===== config.mk =====
export PLATFORM = sky130hd
export DESIGN_NAME = phase_ctrl_flat
export DESIGN_NICKNAME = d
export VERILOG_FILES = /design/src/rtl/phase_ctrl_if.sv /design/src/rtl/phase_ctrl.sv /design/src/flat_wrapper.sv
export SDC_FILE = /design/constraint.sdc
export NUM_CORES = 1
export LEC_CHECK = 0
export CAP_MARGIN = 20
export CORE_MARGIN = 3
export CORE_UTILIZATION = 48
export DETAILED_ROUTE_END_ITERATION = 16
export MAX_ROUTING_LAYER = met4
export PLACE_DENSITY = 0.95
export SYNTH_ARGS = -nofsm -noshare
export SYNTH_HDL_FRONTEND = slang
export SYNTH_SLANG_ARGS = --single-unit

===== constraint.sdc =====
create_clock -name clk -period 3.45 [get_ports clk]
set_clock_uncertainty 0.15 [all_clocks]
set_input_delay 0.5175 -clock clk [delete_from_list [all_inputs] [get_ports clk]]
set_output_delay 0.5175 -clock clk [all_outputs]
set_load 0.005 [all_outputs]

===== src/rtl/phase_ctrl_if.sv =====
// Control/handshake bundle between the phase controller and its datapath/memory side.
// master drives the commands, instruction word and memory ack; slave is the controller.
interface phase_ctrl_if;
  logic        run;
  logic        step;
  logic        stop;
  logic [31:0] ir;
  logic        mem_ack;
  logic [4:0]  phase;
  logic        mem_req;
  logic        ir_we;
  logic        pc_we;
  logic        halted;
  logic        timeout;
  logic [15:0] instr_count;

  modport master (
    output run, step, stop, ir, mem_ack,
    input  phase, mem_req, ir_we, pc_we, halted, timeout, instr_count
  );

  modport slave (
    input  run, step, stop, ir, mem_ack,
    output phase, mem_req, ir_we, pc_we, halted, timeout, instr_count
  );
endinterface


===== src/rtl/phase_ctrl.sv =====
// Instruction phase sequencer: IDLE -> F -> R -> X -> (M) -> W with run/step/stop
// control, bounded memory waits (timeout halts) and a retired-instruction counter.
module phase_ctrl #(
  parameter int TIMEOUT = 255
) (
  input logic         clk,
  input logic         rst_n,
  phase_ctrl_if.slave bus
);

  localparam int WW = (TIMEOUT < 2) ? 1 : $clog2(TIMEOUT);
  localparam logic [WW-1:0] LAST = WW'(TIMEOUT - 1);

  typedef enum logic [2:0] {
    S_IDLE, S_F, S_R, S_X, S_M, S_W, S_HALT
  } state_t;

  state_t        state, nxt;
  logic          step_mode;
  logic [WW-1:0] wcnt;
  logic [15:0]   instr_cnt;
  logic [4:0]    phase_q;
  logic          mem_req_q, pc_we_q, halted_q, timeout_q;
  logic          waiting, expired;
  logic          unused_ir;

  assign unused_ir = ^bus.ir[26:0];

  // wcnt holds completed wait cycles; an ack in the final allowed cycle still wins
  assign waiting = (state == S_F || state == S_M) && !bus.mem_ack;
  assign expired = waiting && (wcnt == LAST);

  always_comb begin
    nxt = state;
    case (state)
      S_IDLE: if (bus.run || bus.step) nxt = S_F;
      S_F: begin
        if (bus.mem_ack)  nxt = S_R;
        else if (expired) nxt = S_HALT;
      end
      S_R: nxt = S_X;
      S_X: nxt = (bus.ir[31:28] == 4'b0100) ? S_M : S_W;
      S_M: begin
        if (bus.mem_ack)  nxt = S_W;
        else if (expired) nxt = S_HALT;
      end
      S_W: begin
        if (bus.ir[31:27] == 5'b11111)   nxt = S_HALT;
        else if (step_mode || bus.stop) nxt = S_IDLE;
        else                            nxt = S_F;
      end
      default: nxt = state;
    endcase
  end

  always_ff @(posedge clk) begin
    if (!rst_n) begin
      state     <= S_IDLE;
      step_mode <= 1'b0;
      wcnt      <= '0;
      instr_cnt <= '0;
      phase_q   <= '0;
      mem_req_q <= 1'b0;
      pc_we_q   <= 1'b0;
      halted_q  <= 1'b0;
      timeout_q <= 1'b0;
    end else begin
      state <= nxt;
      if (state == S_IDLE && bus.run)       step_mode <= 1'b0;
      else if (state == S_IDLE && bus.step) step_mode <= 1'b1;
      if (nxt != state)  wcnt <= '0;
      else if (waiting)  wcnt <= wcnt + 1'b1;
      if (expired)       timeout_q <= 1'b1;
      if (state == S_W)  instr_cnt <= instr_cnt + 16'd1;
      case (nxt)
        S_F:     phase_q <= 5'b00001;
        S_R:     phase_q <= 5'b00010;
        S_X:     phase_q <= 5'b00100;
        S_M:     phase_q <= 5'b01000;
        S_W:     phase_q <= 5'b10000;
        default: phase_q <= 5'b00000;
      endcase
      mem_req_q <= (nxt == S_F) || (nxt == S_M);
      pc_we_q   <= (nxt == S_W);
      halted_q  <= (nxt == S_HALT);
    end
  end

  assign bus.phase       = phase_q;
  assign bus.mem_req     = mem_req_q;
  assign bus.ir_we       = (state == S_F) && bus.mem_ack;
  assign bus.pc_we       = pc_we_q;
  assign bus.halted      = halted_q;
  assign bus.timeout     = timeout_q;
  assign bus.instr_count = instr_cnt;

endmodule

===== src/flat_wrapper.sv =====
// flat-port wrapper written by rule: the top's interface ports become plain ports
module phase_ctrl_flat 
#(
  parameter int TIMEOUT = 255
)
  (clk, rst_n, bus_run, bus_step, bus_stop, bus_ir, bus_mem_ack, bus_phase, bus_mem_req, bus_ir_we, bus_pc_we, bus_halted, bus_timeout, bus_instr_count);
  phase_ctrl_if bus_i ();
  input logic clk;
  input logic rst_n;
  input wire logic [$bits(bus_i.run)-1:0] bus_run;
  input wire logic [$bits(bus_i.step)-1:0] bus_step;
  input wire logic [$bits(bus_i.stop)-1:0] bus_stop;
  input wire logic [$bits(bus_i.ir)-1:0] bus_ir;
  input wire logic [$bits(bus_i.mem_ack)-1:0] bus_mem_ack;
  output wire logic [$bits(bus_i.phase)-1:0] bus_phase;
  output wire logic [$bits(bus_i.mem_req)-1:0] bus_mem_req;
  output wire logic [$bits(bus_i.ir_we)-1:0] bus_ir_we;
  output wire logic [$bits(bus_i.pc_we)-1:0] bus_pc_we;
  output wire logic [$bits(bus_i.halted)-1:0] bus_halted;
  output wire logic [$bits(bus_i.timeout)-1:0] bus_timeout;
  output wire logic [$bits(bus_i.instr_count)-1:0] bus_instr_count;
  assign bus_i.run = bus_run;
  assign bus_i.step = bus_step;
  assign bus_i.stop = bus_stop;
  assign bus_i.ir = bus_ir;
  assign bus_i.mem_ack = bus_mem_ack;
  assign bus_phase = bus_i.phase;
  assign bus_mem_req = bus_i.mem_req;
  assign bus_ir_we = bus_i.ir_we;
  assign bus_pc_we = bus_i.pc_we;
  assign bus_halted = bus_i.halted;
  assign bus_timeout = bus_i.timeout;
  assign bus_instr_count = bus_i.instr_count;
  phase_ctrl #(.TIMEOUT(TIMEOUT)) u_core (.clk(clk), .rst_n(rst_n), .bus(bus_i));
endmodule

Word-level counts from Yosys, hierarchy flattened
Cells that the tools add are included.

storage, ports and cells
  input port bits = 38
  word-level logic and storage cells = 49
  output and inout port bits = 26
  flip-flop bits (word level) = 37

operators by class
  equality and inequality tests = 15
  add/sub/neg operators = 2
  multiplexer cells = 9
  bitwise operators = 1
  reductions and logical operators = 13

operator list
  operator                                              count
  one-hot mux 5 bit (5 select lines)                    1
  one-hot mux 3 bit (6 select lines)                    1
  adder 16 x 1 -> 16 bit (second input constant)        1
  equality test 3 bit (second input constant)           5
  2-to-1 mux 3 bit                                      5
  equality test 3 x 2 -> 1 bit (second input constant)  4
  adder 8 x 1 -> 8 bit (second input constant)          1
  equality test 8 bit (second input constant)           1
  equality test 3 x 1 -> 1 bit (second input constant)  2
  equality test 5 bit (second input constant)           1
  logical AND 1 bit                                     5
  equality test 4 x 3 -> 1 bit (second input constant)  1
  logical OR 1 bit                                      4
  OR reduction 2 bit                                    2
  zero test 3 bit                                       1
  != test 3 bit                                         1
  2-to-1 mux 1 bit                                      2
  zero test 1 bit                                       1
  NOT 1 bit                                             1

Longest topological paths before layout
Gate-level depths: netlist of run 1.

  depth after elaboration = 9
  mapped depth = 8
  mapped depth without buffers = 8

Worst setup path before layout of run 1
OpenSTA, ideal clock, no wires.

  path type = reg2reg
  from = reg u_core.wcnt[0]
  to = reg u_core.wcnt[1]
  setup time = 79 ps
  required time = 3221 ps
  buffers on the path = 0
  path slack = 1489 ps
  stages on the path, launching flop included = 9
  clock period less this slack = 1961 ps
  arrival = 1731 ps
  cell sequence = dfxtp_1 -> inv_1 -> ha_1 -> nand3_1 -> nor2_1 -> or4_4 -> a31oi_4 -> nand4_4 -> a211oi_2

on the way
  word-level cells in the longest chain between the ends = 7
  elaborated cells on any way between the ends = 9
  classes of those cells = 1 x add/sub; 2 x eq/ne; 4 x mux; 2 x reduce/logical

RTL lines
  item                                        line                                source
  start: declaration                          phase_ctrl.sv:20                    logic [WW-1:0] wcnt;
  start signal: assignment                    phase_ctrl.sv:72                    else if (waiting) wcnt <= wcnt + 1'b1;
  equality test 8 bit                         phase_ctrl.sv:31                    assign expired = waiting && (wcnt == LAST);
  logical AND 1 bit                           phase_ctrl.sv:31
  2-to-1 mux 3 bit                            phase_ctrl.sv:39, phase_ctrl.sv:45
  2-to-1 mux 3 bit, on equally long branches  phase_ctrl.sv:44, phase_ctrl.sv:38
  one-hot mux 3 bit (6 select lines)          phase_ctrl.sv:35                    case (state)
  != test 3 bit                               phase_ctrl.sv:71                    if (nxt != state) wcnt <= '0;
  OR reduction 2 bit (no line)                -

Parallel ways exist; a longest one is shown, timed or not.
A chain may end at the register's enable or synchronous reset.

Worst setup path after layout of run 1
  from = in bus_mem_ack
  to = out bus_ir_we

on the way
  word-level cells in the longest chain between the ends = 1

RTL lines
  item                line                source
  start: declaration  flat_wrapper.sv:14  input wire logic [$bits(bus_i.mem_ack)-1:0] bus_mem_ack;
  logical AND 1 bit   phase_ctrl.sv:91    assign bus.ir_we = (state == S_F) && bus.mem_ack;
  end: declaration    flat_wrapper.sv:17  output wire logic [$bits(bus_i.ir_we)-1:0] bus_ir_we;

Every way passes these cells.

==> impl_summary.txt, run 1 <==
----------------------------------------------------
[Clocking]
  Clock input transition at the sequential cells of the worst setup and hold paths ... 0.07 ns
  CTS tree ... built
  Cells resized by post-CTS repair ... 0
  CTS max path bufs ... 2
  Number of buffers created by CTS ... 5
  Clock Tree Root ... sky130_fd_sc_hd__clkbuf_8
  Clock latency on the worst-skew pair ... just under 0.3 ns
  CTS H-tree lvls ... 2
  CTS sink cnt ... 36
  Number of hold buffers added after CTS ... 0
  Post-CTS setup buffer count ... 0

[Worst setup path]
  Critical Path AT ... 2.15 ns
  Crit path capture ... bus_ir_we
  Cell with the most instances on the worst path ... sky130_fd_sc_hd__clkdlybuf4s50_1
  Slowest CP cell ... sky130_fd_sc_hd__clkdlybuf4s50_1
  CP Data Required Time ... 2.78 ns
  Setup CP Type ... in -> out
  Endpoint type of the worst setup path ... primary output
  Worst-path maximum fanout ... 6
  Critical register-to-register path endpoint ... u_core.wcnt[1]
  Worst Setup SP ... bus_mem_ack
  Internal reg-to-reg setup slack ... about 1.1 ns
  Setup crit start kind ... input pin
  Delay contributed by the slowest stage of the critical path ... 0.63 ns
  Worst flop-to-flop path startpoint ... u_core.state[1]
  Cell-by-cell trace of the critical path ... clkdlybuf4s50_1 -> nor4bb_1 -> clkdlybuf4s50_1
  Depth of the most critical reg-to-reg path ... 6

[Floorplan]
  Starting Density ... 51.8%
  Horiz. Die Dim ... 67.2 um
  Die outline area ... 4510 um2
  Die height ... 67.2 um
  Area of the core ... 3470 um2
  FP Rows ... 21
  Number of ports placed on the die boundary ... 64

[Cells and area]
  Final nets ... 259
  Final cell utilization of the core ... 64.6%
  Count of non-filler cells in the finished layout ... 264
  Layout Area Growth over Synthesis ... 24.8%
  # diodes ... 0
  Reg area ... between 700 and 800 um2
  Number of fill cells ... 294
  Layout cells sized above 1 ... approximately a tenth
  Non-Filler Cell Area, Final ... between 2000 and 2500 um2
  Footprint of the multi-input gates ... slightly above 1000 um2

[Global routing]
  Largest net degree at the start of global routing ... 23
  First-pass GRT wire length ... 5.75 mm
  Total track usage ... 17.5%
  GRT Residual Overflow ... 0
  Number of antenna violations at the first check in global routing ... 0
  Number of global-route vias before repair ... 1319

[Place]
  Post-DP HPWL ... 2.59 mm
  Placement-stage cell area ... roughly 2200 um2
  Number of buffers inserted by port buffering ... 36
  Number of placed instances, taps included ... 257
  Placer congestion estimate ... 0.782

[Timing]
  Final period utilization ... 81.8%
  Maximum frequency from static timing analysis ... 354 MHz
  Sum of negative setup slack ... 0 ns
  Final number of setup-violating endpoints ... 0
  Hold violation total from the final report ... 0
  Fin. max-slew vios ... 0
  Time the worst path needs with I/O delays and setup ... 2.82 ns
  Slew headroom ... 57.5%
  Setup repair after global routing missed its margin ... false
  Actual transition at the worst max-transition pin ... 0.636 ns

[Synthesis]
  Mean instance size in the synthesized netlist ... between 9 and 10 um2
  Yosys warns ... 0
  Number of distinct library cells after synthesis ... 47
  Synthesized instance count ... 183
  Biggest area consumer among synthesized cells ... sky130_fd_sc_hd__dfxtp_1
  Post-synth top flop ... sky130_fd_sc_hd__dfxtp_1
  Portion of synthesized cell area occupied by the leading cell type ... 40.1%
  Number of flops mapped to enable cells by yosys ... 0
  Syn Nets ... 224
  List of most frequent post-synthesis cells ... 36 x sky130_fd_sc_hd__dfxtp_1, 16 x sky130_fd_sc_hd__nor2_1, 14 x sky130_fd_sc_hd__and2_1, 13 x sky130_fd_sc_hd__xnor2_1, 11 x sky130_fd_sc_hd__nand2_1
  FFs w/ async S/R, synth ... 0%
  Post-Syn Area ... 1800 um2
  Most common cell in the synthesized netlist ... sky130_fd_sc_hd__dfxtp_1
  Number of register bits inferred by synthesis ... 36
  Portion of the post-synthesis area used by sequential elements ... between 40% and 50%
  Top area cells in the synthesized netlist ... sky130_fd_sc_hd__dfxtp_1 40%, sky130_fd_sc_hd__xnor2_1 6.3%, sky130_fd_sc_hd__and2_1 4.9%

[Status]
  Result of the run ... finished, final reports clean

[Detailed routing]
  Detailed-routing iteration count for the pre-antenna-repair pass ... 4
  Routed wire per std cell ... 13.0 um
  DRC ... 0
  Via count of the routed design ... between 1000 and 1500
  Total Wirelength ... between 3 and 4 mm
  Number of vias per cell after detailed routing ... 5.19
  Number of nets with antenna violations after routing ... 0
  Drt first-iter violations ... between 50 and 60

[Power and ir drop]
  Leak ... between 0.0008 and 0.0009 uW
  P per Cell Area ... 397 nW/um2
  Peak supply drop ... around 320 uV

[Job]
  MaxCap Viol Count ... 0

[Worst hold path]
  Worst hold path type ... reg -> reg

----------------------------------------------------
critical path: cells and delay by family:
| kind | cells | cell delay (ns) |
|---|---|---|
| buffers and inverters | 2 | 1.22 |
| and+or+nand+nor | 1 | 0.41 |
final cells by class:
type,instances,share of cell area (%)
timing repair buffer,36,16.1
tap,46,2.57
multi-input combinational,136,45.3
clock buffer,6,3.24
inverter,3,0.502
clock inverter,1,0.223
sequential,36,32.1
power breakdown:
part	total, uW	switching [uW]	internal (uW)
sequential	453	21.1	432
combinational	162	80.1	82.2
clock	276	139	137
per-stage QoR:
stage | hold slack, ns | total power, uW | worst slack, ns
after floorplan | 0.287 | 574 | 1.49
after global routing | 0.401 | 928 | 0.587
after detailed placement | 0.335 | 624 | 0.676
after global placement | 0.304 | 617 | 0.646
final | 0.343 | 891 | 0.628
after CTS | 0.344 | 896 | 0.647
logic make-up after synthesis:
group	after synthesis	share of synthesized area [%]
buffers and inverters	11	3.41
muxes	2	1.11
AOI/OAI and AO/OA	22	11.3
adders and majority gates	3	2.09
xor gates and xnor gates	21	10.2
and+or+nand+nor	88	31.8
DFF	36	40.1
registers in the layout, indices dropped and copies added, names as in the netlist:
name / flops
u_core.bus.halted: 1
u_core.bus.instr_count: 16
u_core.bus.mem_req: 1
u_core.bus.pc_we: 1
u_core.bus.phase: 4
u_core.bus.timeout: 1
u_core.state: 3
u_core.step_mode: 1
u_core.wcnt: 8
cells in the final DEF, fill, tap and decap left out, types with 3 or more instances in the layout:
cell                              Yosys  routed
sky130_fd_sc_hd__a21oi_1              4       4
sky130_fd_sc_hd__and2_1              14      14
sky130_fd_sc_hd__and3_1               6       6
sky130_fd_sc_hd__and4_1               5       5
sky130_fd_sc_hd__clkbuf_8             0       5
sky130_fd_sc_hd__clkdlybuf4s50_1      0      36
sky130_fd_sc_hd__dfxtp_1             36      36
sky130_fd_sc_hd__ha_1                 3       3
sky130_fd_sc_hd__inv_1                3       3
sky130_fd_sc_hd__nand2_1             11      11
sky130_fd_sc_hd__nand3_1              7       7
sky130_fd_sc_hd__nand4_1              4       4
sky130_fd_sc_hd__nor2_1              16      16
sky130_fd_sc_hd__nor2b_1              3       3
sky130_fd_sc_hd__o21ai_0              4       4
sky130_fd_sc_hd__xnor2_1             13      13
sky130_fd_sc_hd__xor2_1               8       8
metal layers:
| layer | routed length (um) | vias to the layer above | part of all wire, % | global-route usage [%] |
|---|---|---|---|---|
| met5 | 0 | - | 0 | - |
| met4 | 61 | 0 | 1.8 | 8.35 |
| met3 | 147 | 4 | 4.3 | 5.16 |
| met2 | 1610 | 30 | 47 | 27.7 |
| met1 | 1620 | 636 | 47 | 20.2 |
| li1 | - | 700 | - | - |
how the worst min path moves through the flow:
stage	startpoint	to	slack, ns	cells past startpoint
4_1_cts	u_core.bus.instr_count[15]	u_core.bus.instr_count[15]	0.34	2
3_5_place_dp	u_core.bus.timeout	u_core.bus.timeout	0.33	2
3_3_place_gp	u_core.step_mode	u_core.step_mode	0.30	2
2_1_floorplan	u_core.step_mode	u_core.step_mode	0.29	2
5_1_grt	u_core.step_mode	u_core.step_mode	0.40	2
6_report	u_core.bus.instr_count[15]	u_core.bus.instr_count[15]	0.34	2
(Power assumes the default switching activity.)
==> inputs of run 2 (changes only) <==
--- a/config.mk
+++ b/config.mk
@@ -7,10 +7,10 @@
 export LEC_CHECK = 0
 export CAP_MARGIN = 20
 export CORE_MARGIN = 3
-export CORE_UTILIZATION = 48
+export CORE_UTILIZATION = 40
 export DETAILED_ROUTE_END_ITERATION = 16
 export MAX_ROUTING_LAYER = met4
-export PLACE_DENSITY = 0.95
+export PLACE_DENSITY = 0.87
 export SYNTH_ARGS = -nofsm -noshare
 export SYNTH_HDL_FRONTEND = slang
 export SYNTH_SLANG_ARGS = --single-unit
==> constraint.sdc (replaced) <==
create_clock -name clk -period 2.3 [get_ports clk]
set_clock_uncertainty 0.15 [all_clocks]
set_input_delay 0.345 -clock clk [delete_from_list [all_inputs] [get_ports clk]]
set_output_delay 0.345 -clock clk [all_outputs]
set_load 0.005 [all_outputs]
==> run 2 against run 1 <==
  * Critical path type is now reg -> out
  * Register-to-register slack got worse by 0.98 ns
  * Critical endpoint unchanged
  * First-iteration DRC count decreased by 33%
  * Via count increased by 6.1%
  * Critical path depth unchanged
  * Clock power increased by 58%
  * Cell count increased by 7.6%
  * Highest routed layer unchanged
  * Sequential power increased by 48%
  * Die area increased by 18%
  * Total power increased by 58%
  * Global-route usage decreased by 2.9 points
  * Hold slack got worse by 0.0020 ns
  * Flip-flop and latch count unchanged
==> impl_summary.txt, run 2 (synthesis gave the netlist of run 1 again) <==
----------------------------------------------------
[Status]
  Result of the run ... finished, final reports clean

[Place]
  Placer congestion estimate ... between 0.8 and 0.9
  Post-DP HPWL ... 2.76 mm
  Number of buffers inserted by port buffering ... 36

[Global routing]
  Number of antenna violations at the first check in global routing ... 0
  Number of global-route vias before repair ... 1381
  Largest net degree at the start of global routing ... 13
  Total track usage ... 14.6%
  GRT Residual Overflow ... 0
  First-pass GRT wire length ... 5.91 mm

[Cells and area]
  Most frequent cells in the layout ... 35 x sky130_fd_sc_hd__clkdlybuf4s50_1, 35 x sky130_fd_sc_hd__dfxtp_1, 16 x sky130_fd_sc_hd__nor2_1, 15 x sky130_fd_sc_hd__buf_4, 14 x sky130_fd_sc_hd__and2_1
  # diodes ... 0
  Final nets ... 274
  Layout Area Growth over Synthesis ... 32.9%
  Final cell utilization of the core ... a little under three fifths
  Layout cells sized above 1 ... 17.9%
  Flip-flop count of the largest register, all copies and words added ... 16

[Worst hold path]
  Startpoint of the tightest hold check path ... u_core.step_mode
  Worst hold path type ... reg -> reg
  Instance count along the most critical hold path ... 2
  Endpoint with the worst hold slack ... u_core.step_mode

[Detailed routing]
  Number of vias per cell after detailed routing ... around 5
  Total Wirelength ... 3.46 mm
  Number of nets with antenna violations after routing ... 0
  DRC ... 0
  Drt first-iter violations ... 37
  Via count of the routed design ... 1453
  Routed wire per std cell ... 12.2 um
  Detailed-routing iteration count for the pre-antenna-repair pass ... 4
  Routed metal-1 wirelength ... 1.63 mm
  Met2 Wirelength ... 1.65 mm
  Highest Signal Layer ... met4
  Amount of wire on met3 after detailed routing ... 106 um

[Timing]
  Actual transition at the worst max-transition pin ... 0.523 ns
  Setup repair after global routing missed its margin ... false
  Time the worst path needs with I/O delays and setup ... 2.20 ns
  Final number of setup-violating endpoints ... 0
  Maximum frequency from static timing analysis ... 454 MHz
  Slew headroom ... 64.8%
  Final period utilization ... 95.8%
  Fin. max-slew vios ... 0
  Hold violation total from the final report ... 0

[Worst setup path]
  CP Data Required Time ... 1.80 ns
  Setup CP Type ... reg -> out
  Setup crit start kind ... flip-flop
  Worst flop-to-flop path startpoint ... u_core.wcnt[0]
  Worst-path maximum fanout ... 8
  Endpoint type of the worst setup path ... primary output
  Cell-by-cell trace of the critical path ... nor4bb_4 -> buf_4 -> clkdlybuf4s50_1
  Critical Path AT ... 1.71 ns
  Delay contributed by the slowest stage of the critical path ... 0.49 ns
  Critical register-to-register path endpoint ... u_core.wcnt[1]
  Slowest CP cell ... sky130_fd_sc_hd__clkdlybuf4s50_1
  Depth of the most critical reg-to-reg path ... 8
  Internal reg-to-reg setup slack ... approximately 0.14 ns

[Clocking]
  Clock input transition at the sequential cells of the worst setup and hold paths ... around 0.07 ns
  CTS max path bufs ... 2
  Number of buffers created by CTS ... 5
  Clock latency on the worst-skew pair ... about 0.29 ns
  Number of hold buffers added after CTS ... 0
  Post-CTS setup buffer count ... 0
  CTS H-tree lvls ... 2
  CTS tree ... built
  CTS sink cnt ... 36
  Clock Tree Root ... sky130_fd_sc_hd__clkbuf_8

[Power and ir drop]
  Leak ... 0.000925 uW
  Peak supply drop ... 269 uV
  P per Cell Area ... 588 nW/um2
  Total chip power ... between 1000 and 1500 uW

[Job]
  MaxCap Viol Count ... 0

[Floorplan]
  Die outline area ... 5330 um2
  FP Rows ... 23
  Starting Density ... 43.1%
  Area of the core ... 4170 um2
  Die height ... roughly 73 um
  Horiz. Die Dim ... ~73 um
  Number of ports placed on the die boundary ... 64

----------------------------------------------------
-- run 2: cell types whose count changed in the layout (fill, tap and decap cells not counted) --
cell                              before  now
sky130_fd_sc_hd__dfxtp_1              36   35
sky130_fd_sc_hd__nor4bb_1              1    0
sky130_fd_sc_hd__clkdlybuf4s50_1      36   35
sky130_fd_sc_hd__clkbuf_1              1    0
sky130_fd_sc_hd__dfxtp_2               0    1
sky130_fd_sc_hd__buf_4                 0   15
sky130_fd_sc_hd__nor4bb_4              0    1
sky130_fd_sc_hd__clkinv_2              1    2
sky130_fd_sc_hd__clkinv_4              0    1
sky130_fd_sc_hd__dlymetal6s2s_1        0    1
-- run 2: worst max-delay path by stage --
stage / from / endpoint / slack, ns / depth (start not counted)
4_1_cts: bus_mem_ack / bus_ir_we / 0.02 / 4
6_report: u_core.state[2] / bus_ir_we / 0.1 / 3
3_5_place_dp: bus_mem_ack / bus_ir_we / -0.16 / 4
2_1_floorplan: u_core.wcnt[0] / u_core.wcnt[1] / 0.34 / 8
3_3_place_gp: bus_mem_ack / bus_ir_we / -0.21 / 4
5_1_grt: u_core.wcnt[0] / u_core.wcnt[1] / 0.01 / 8
-- run 2: metal layers --
metal,vias to the layer above,track usage (%)
met5,-,-
li1,736,-
met1,676,17.5
met3,6,2.20
met2,35,23.2
met4,0,7.79
-- run 2: area by class of cell --
class | count | area (um2)
sequential | 36 | 722
fill | 355 | 1780
timing repair buffer | 51 | 475
clock buffer | 5 | 68.8
tap | 50 | 62.6
inverter | 3 | 11.3
clock inverter | 3 | 18.8
multi-input combinational | 136 | 1030
-- run 2: where the power goes --
group / internal [uW] / switching [uW] / leakage, uW
sequential: 648 / 21.8 / 0.000292
clock: 211 / 226 / 0.0000479
combinational: 160 / 138 / 0.000585
total: 1020 / 385 / 0.000925
-- run 2: metrics by stage --
step	hold slack, ns	instance area, um2	setup TNS, ns	worst slack, ns	instances
CTS	0.341	2390	0	0.0195	284
detailed placement	0.327	2280	-0.316	-0.162	276
global route	0.359	2390	0	0.0108	284
global placement	0.304	2280	-0.744	-0.211	276
floorplan	0.287	1800	0	0.339	183
finish	0.341	2390	0	0.0967	284
-- run 2: timing repair --
item	in CTS	in global routing
resized for setup	3	1
gates cloned	0	0
endpoints found under the setup margin	1	1
pin swaps	0	1
-- run 2: critical path, delay by kind of cell, from the launching register on --
family                 cells  cell delay, ns
flip-flops                 1            0.40
buffers and inverters      2            0.65
AND/OR/NAND/NOR            1            0.37
